===== config.mk =====
export PLATFORM = sky130hd
export DESIGN_NAME = pipe_stage_skid
export DESIGN_NICKNAME = d
export VERILOG_FILES = /design/src/rtl/pipe_stage_skid.sv
export SDC_FILE = /design/constraint.sdc
export NUM_CORES = 1
export LEC_CHECK = 0
export ABC_AREA = 1
export BUFFER_PORTS_ARGS = -buffer_cell sky130_fd_sc_hd__buf_2
export CAP_MARGIN = 30
export CORE_MARGIN = 5
export CORE_UTILIZATION = 59
export DETAILED_ROUTE_END_ITERATION = 10
export PLACE_DENSITY = 0.85
export SETUP_SLACK_MARGIN = 0.1
export SLEW_MARGIN = 25
export SYNTH_ARGS = -nofsm -noshare
export SYNTH_HDL_FRONTEND = slang
export SYNTH_SLANG_ARGS = --single-unit

===== constraint.sdc =====
create_clock -name clk -period 5.5 [get_ports clk]
set_input_delay 0 -clock clk [delete_from_list [all_inputs] [get_ports clk]]
set_output_delay 0 -clock clk [all_outputs]
set_load 0.02 [all_outputs]

===== src/rtl/pipe_stage_skid.sv =====
// rtl/pipe_stage_skid.sv - ready/valid pipeline stage with 2-entry skid buffer, flush and perf counters
// in_ready is registered so downstream back-pressure never reaches upstream combinationally.
module pipe_stage_skid #(
  parameter int                DATA_W   = 32,
  parameter int                CTRL_W   = 10,
  parameter logic [CTRL_W-1:0] CTRL_NOP = {CTRL_W{1'b0}},
  parameter int                CNT_W    = 16
) (
  input  logic              clk,
  input  logic              reset,
  input  logic              flush,
  input  logic              in_valid,
  output logic              in_ready,
  input  logic [DATA_W-1:0] in_data,
  input  logic [CTRL_W-1:0] in_ctrl,
  output logic              out_valid,
  input  logic              out_ready,
  output logic [DATA_W-1:0] out_data,
  output logic [CTRL_W-1:0] out_ctrl,
  output logic [1:0]        occupancy,
  output logic [CNT_W-1:0]  bubble_cnt,
  output logic [CNT_W-1:0]  flush_cnt
);

  typedef enum logic [1:0] {
    EMPTY = 2'd0,
    ONE   = 2'd1,
    FULL  = 2'd2
  } state_t;

  localparam logic [CNT_W-1:0] CNT_ONE = CNT_W'(1);
  localparam logic [CNT_W-1:0] CNT_MAX = {CNT_W{1'b1}};

  state_t              state_q, state_d;
  logic [DATA_W-1:0]   main_data_q, main_data_d;
  logic [CTRL_W-1:0]   main_ctrl_q, main_ctrl_d;
  logic [DATA_W-1:0]   skid_data_q, skid_data_d;
  logic [CTRL_W-1:0]   skid_ctrl_q, skid_ctrl_d;
  logic                in_ready_q;
  logic [CNT_W-1:0]    bubble_cnt_q, flush_cnt_q;
  logic                accept, consume;

  assign out_valid  = (state_q != EMPTY);
  assign in_ready   = in_ready_q;
  assign accept     = in_valid & in_ready_q;
  assign consume    = out_valid & out_ready;
  assign out_data   = main_data_q;
  assign out_ctrl   = main_ctrl_q;
  assign occupancy  = state_q;
  assign bubble_cnt = bubble_cnt_q;
  assign flush_cnt  = flush_cnt_q;

  always_comb begin
    state_d     = state_q;
    main_data_d = main_data_q;
    main_ctrl_d = main_ctrl_q;
    skid_data_d = skid_data_q;
    skid_ctrl_d = skid_ctrl_q;
    if (flush) begin
      state_d     = EMPTY;
      main_data_d = '0;
      main_ctrl_d = CTRL_NOP;
      skid_data_d = '0;
      skid_ctrl_d = CTRL_NOP;
    end else begin
      case (state_q)
        EMPTY: begin
          if (accept) begin
            main_data_d = in_data;
            main_ctrl_d = in_ctrl;
            state_d     = ONE;
          end
        end
        ONE: begin
          if (accept && consume) begin
            main_data_d = in_data;
            main_ctrl_d = in_ctrl;
          end else if (accept) begin
            skid_data_d = in_data;
            skid_ctrl_d = in_ctrl;
            state_d     = FULL;
          end else if (consume) begin
            main_data_d = '0;
            main_ctrl_d = CTRL_NOP;
            state_d     = EMPTY;
          end
        end
        FULL: begin
          // in_ready is low here, so the only possible movement is skid -> main
          if (consume) begin
            main_data_d = skid_data_q;
            main_ctrl_d = skid_ctrl_q;
            skid_data_d = '0;
            skid_ctrl_d = CTRL_NOP;
            state_d     = ONE;
          end
        end
        default: begin
          state_d = EMPTY;
        end
      endcase
    end
  end

  always_ff @(posedge clk or posedge reset) begin
    if (reset) begin
      state_q     <= EMPTY;
      main_data_q <= '0;
      main_ctrl_q <= CTRL_NOP;
      skid_data_q <= '0;
      skid_ctrl_q <= CTRL_NOP;
      in_ready_q  <= 1'b1;
    end else begin
      state_q     <= state_d;
      main_data_q <= main_data_d;
      main_ctrl_q <= main_ctrl_d;
      skid_data_q <= skid_data_d;
      skid_ctrl_q <= skid_ctrl_d;
      in_ready_q  <= (state_d != FULL);
    end
  end

  always_ff @(posedge clk or posedge reset) begin
    if (reset) begin
      bubble_cnt_q <= '0;
      flush_cnt_q  <= '0;
    end else begin
      if (out_ready && !out_valid && bubble_cnt_q != CNT_MAX)
        bubble_cnt_q <= bubble_cnt_q + CNT_ONE;
      if (flush && state_q != EMPTY && flush_cnt_q != CNT_MAX)
        flush_cnt_q <= flush_cnt_q + CNT_ONE;
    end
  end

endmodule


==> metrics.txt <==
H-tree levels=4; Max stage delay on crit path=just under 0.4 ns; count leader, synth=nand2_1; worst path arrival time=roughly 2.9 ns; core area=10100 µm²; 1st-pass router iterations=5; PD cells=503 nW/µm²; Period Utilization, post-route=between 40% and 50%; Post-CTS Repair Setup Buffers=0; Crit path top cell by count=nand2_1; maximum vdd drop=0.000282 V; Tightest Pin Transition=slightly above 0.8 ns; delay-heaviest family, CP=simple AND/OR/NAND/NOR gates; antenna violations before repair=0; Fmax achieved=406 MHz; area growth from synthesis to layout=29.9%; CP cell instances=inv_1 > ha_1 > inv_2 > nand2_1 > o211ai_1 > nand3_2 > buf_16 > nor2_4 > buf_12 > nand2_1 > nand2_1; TritonCTS clock tree=built; Filler cells=around 710; first-pass GRT wire length=25700 µm; routability congestion estimate from global placement=0.871; Routed Antenna Nets=0; clock latency on the worst-skew pair=0.51 ns; vias in the first global route=5474; Total Routing Usage GR=25.1%; Initial Utilization=59.6%; Max Cap Viol=0; endpoints failing setup=0; Top Ports=125; dpl hpwl=9430 µm; Mapped Avg Cell Area=~7.2 µm²; Pwr Total=between 3 and 4 mW; reg2reg start=occupancy[1]$_DFF_PP0_; crit end category=flop; Synth area leaders=dfrtp_1, nand2_1, o21ai_0, nor2_1, inv_1; share of the yosys chip area belonging to registers=49.3%; Hold Slack=~0.14 ns; syn nets=894; Clock Skew=about 0.0084 ns; DIE AREA=12400 µm²; Die X=111 µm; R2R setup slack=3.03 ns; min-delay worst type=input pin to async pin; status=complete, no violations; Finished Cell Area=7850 µm²; Synth top area share=48.9%; clock root cell=clkbuf_8; pin count of the biggest net entering global routing=85; Synth Warn #=0; commonest cells in the netlist=nand2_1, dfrtp_1, o21ai_0, nor2_1, inv_1; Slew HR=46.0%; row count=37; number of port buffers=124; Post-DP Area=6700 µm²; Routed WL per cell=roughly 13 µm; Crit Path Max Fanout=34; Final Hold Vio Count=0; Syn Inst Count=841; CP required=5.94 ns; crit start category=flop; Vias=5894; First DRT Iteration DRCs=420; Bufs and invs on worst path=4; Nets=1058; final core utilization=around 77%; critical path class=flop to flop; ANT cells=0; final wirelength=between 15000 and 20000 µm; grt ovf=0; clk sinks=around 120; async set-or-reset flop fraction in the synthesized netlist=100%; Max clock buf depth=2; Synth Flop Type=dfrtp_1; post-route minimum period=2.47 ns; die height=111 µm; RSZ-0062 raised after global routing=no; Max Transition Viols Final=0; Setup TNS Final=0 ns; drt drc=0; Inserted Clock Buffers=17; Seq cells post-synth=around 120; vias per std cell=between 5 and 6; Post-Syn Area=6040 µm²; number of synthesized flops with an enable pin=0; layout cells sized above 1=17.5%; Synth area leader=dfrtp_1; leakage power=4.19 nW; CP max stage cell=dfrtp_1; Reg clk slew, reported paths=0.06 ns; worst setup path startpoint=occupancy[1]$_DFF_PP0_; distinct cell type count after synthesis=28
[worst paths after layout]
check,endpoint,cells after the start
hold reg to reg,out_data[11]$_DFFE_PP0P_,2
max in group asynchronous,flush_cnt[0]$_DFFE_PP0P_,4
min in group clk,skid_ctrl_q[0]$_DFFE_PP0P_,4
hold / removal,out_data[17]$_DFFE_PP0P_,3
setup reg to reg,out_data[10]$_DFFE_PP0P_,11
setup / recovery,out_data[10]$_DFFE_PP0P_,11
[per-layer routing]
metal | wire length [µm] | global-route usage [%] | vias up | share of wire (%)
met4 | 299 | 8.35 | 0 | 1.9
met5 | 0 | 0 | - | 0
met2 | 7590 | 40.4 | 197 | 49
met1 | 6700 | 33.6 | 2741 | 43
met3 | 827 | 5.73 | 24 | 5.4
li1 | - | - | 2932 | -
[final cells by class]
| type | count | area [µm²] | share of cell area, % |
|---|---|---|---|
| flip-flops and latches | 119 | 2980 | 38.0 |
| multi-input cells | 655 | 2760 | 35.2 |
| repair buffers | 178 | 1190 | 15.2 |
| clock buffers | 19 | 442 | 5.63 |
| well taps | 136 | 170 | 2.17 |
| clock inverters | 12 | 166 | 2.12 |
| inverters | 34 | 133 | 1.69 |
[layout by cell type, fill, tap and decap left out, types with 3 or more instances in the layout]
master	count
clkbuf_8	3
nor2_4	3
xnor2_1	8
nor2_1	39
buf_2	124
ha_1	6
o21ai_1	14
o21ai_0	46
nand3_1	20
dlygate4sd3_1	46
buf_4	5
clkbuf_16	16
xor2_1	3
inv_6	4
bufinv_16	3
clkinv_4	3
nand2_1	495
dfrtp_1	118
inv_1	30
nand4_1	10
[flip-flops by register name, indices dropped and copies added (netlist names)]
| name | count |
|---|---|
| skid_data_q | 32 |
| occupancy | 2 |
| skid_ctrl_q | 10 |
| out_ctrl | 10 |
| in_ready | 1 |
| bubble_cnt | 16 |
| flush_cnt | 16 |
| out_data | 32 |
[tightest hold or removal path, delay by kind of cell]
| family | cells | cell delay (ns) |
|---|---|---|
| buffers and inverters | 3 | 1.13 |
[repair_timing]
item                      in CTS  in global routing
hold endpoints to repair     142                  0
gates resized for setup        0                  0
hold buffers                  46                  0
[report_power, final]
group	leakage [nW]	switching [mW]	internal, mW	total, mW
Sequential	1.57	0.227	1.17	1.40
Combinational	2.32	0.962	0.454	1.42
Clock	0.292	0.414	0.719	1.13
Total	4.19	1.60	2.35	3.95
[stage by stage]
| stage | instances | setup slack, ns |
|---|---|---|
| floorplan | 841 | 2.34 |
| global placement | 1073 | 2.27 |
| detailed placement | 1073 | 2.14 |
| CTS | 1150 | 2.08 |
| global route | 1153 | 2.80 |
| finish | 1153 | 3.03 |
[logic make-up after synthesis]
family | share of synthesized area, %
compound gates | 5.72
xor+xnor | 1.59
fa+ha+maj | 1.24
buf+inv | 5.05
flops | 49.3
simple gates | 37.1
Note: power is estimated with default switching activity, not from simulation.
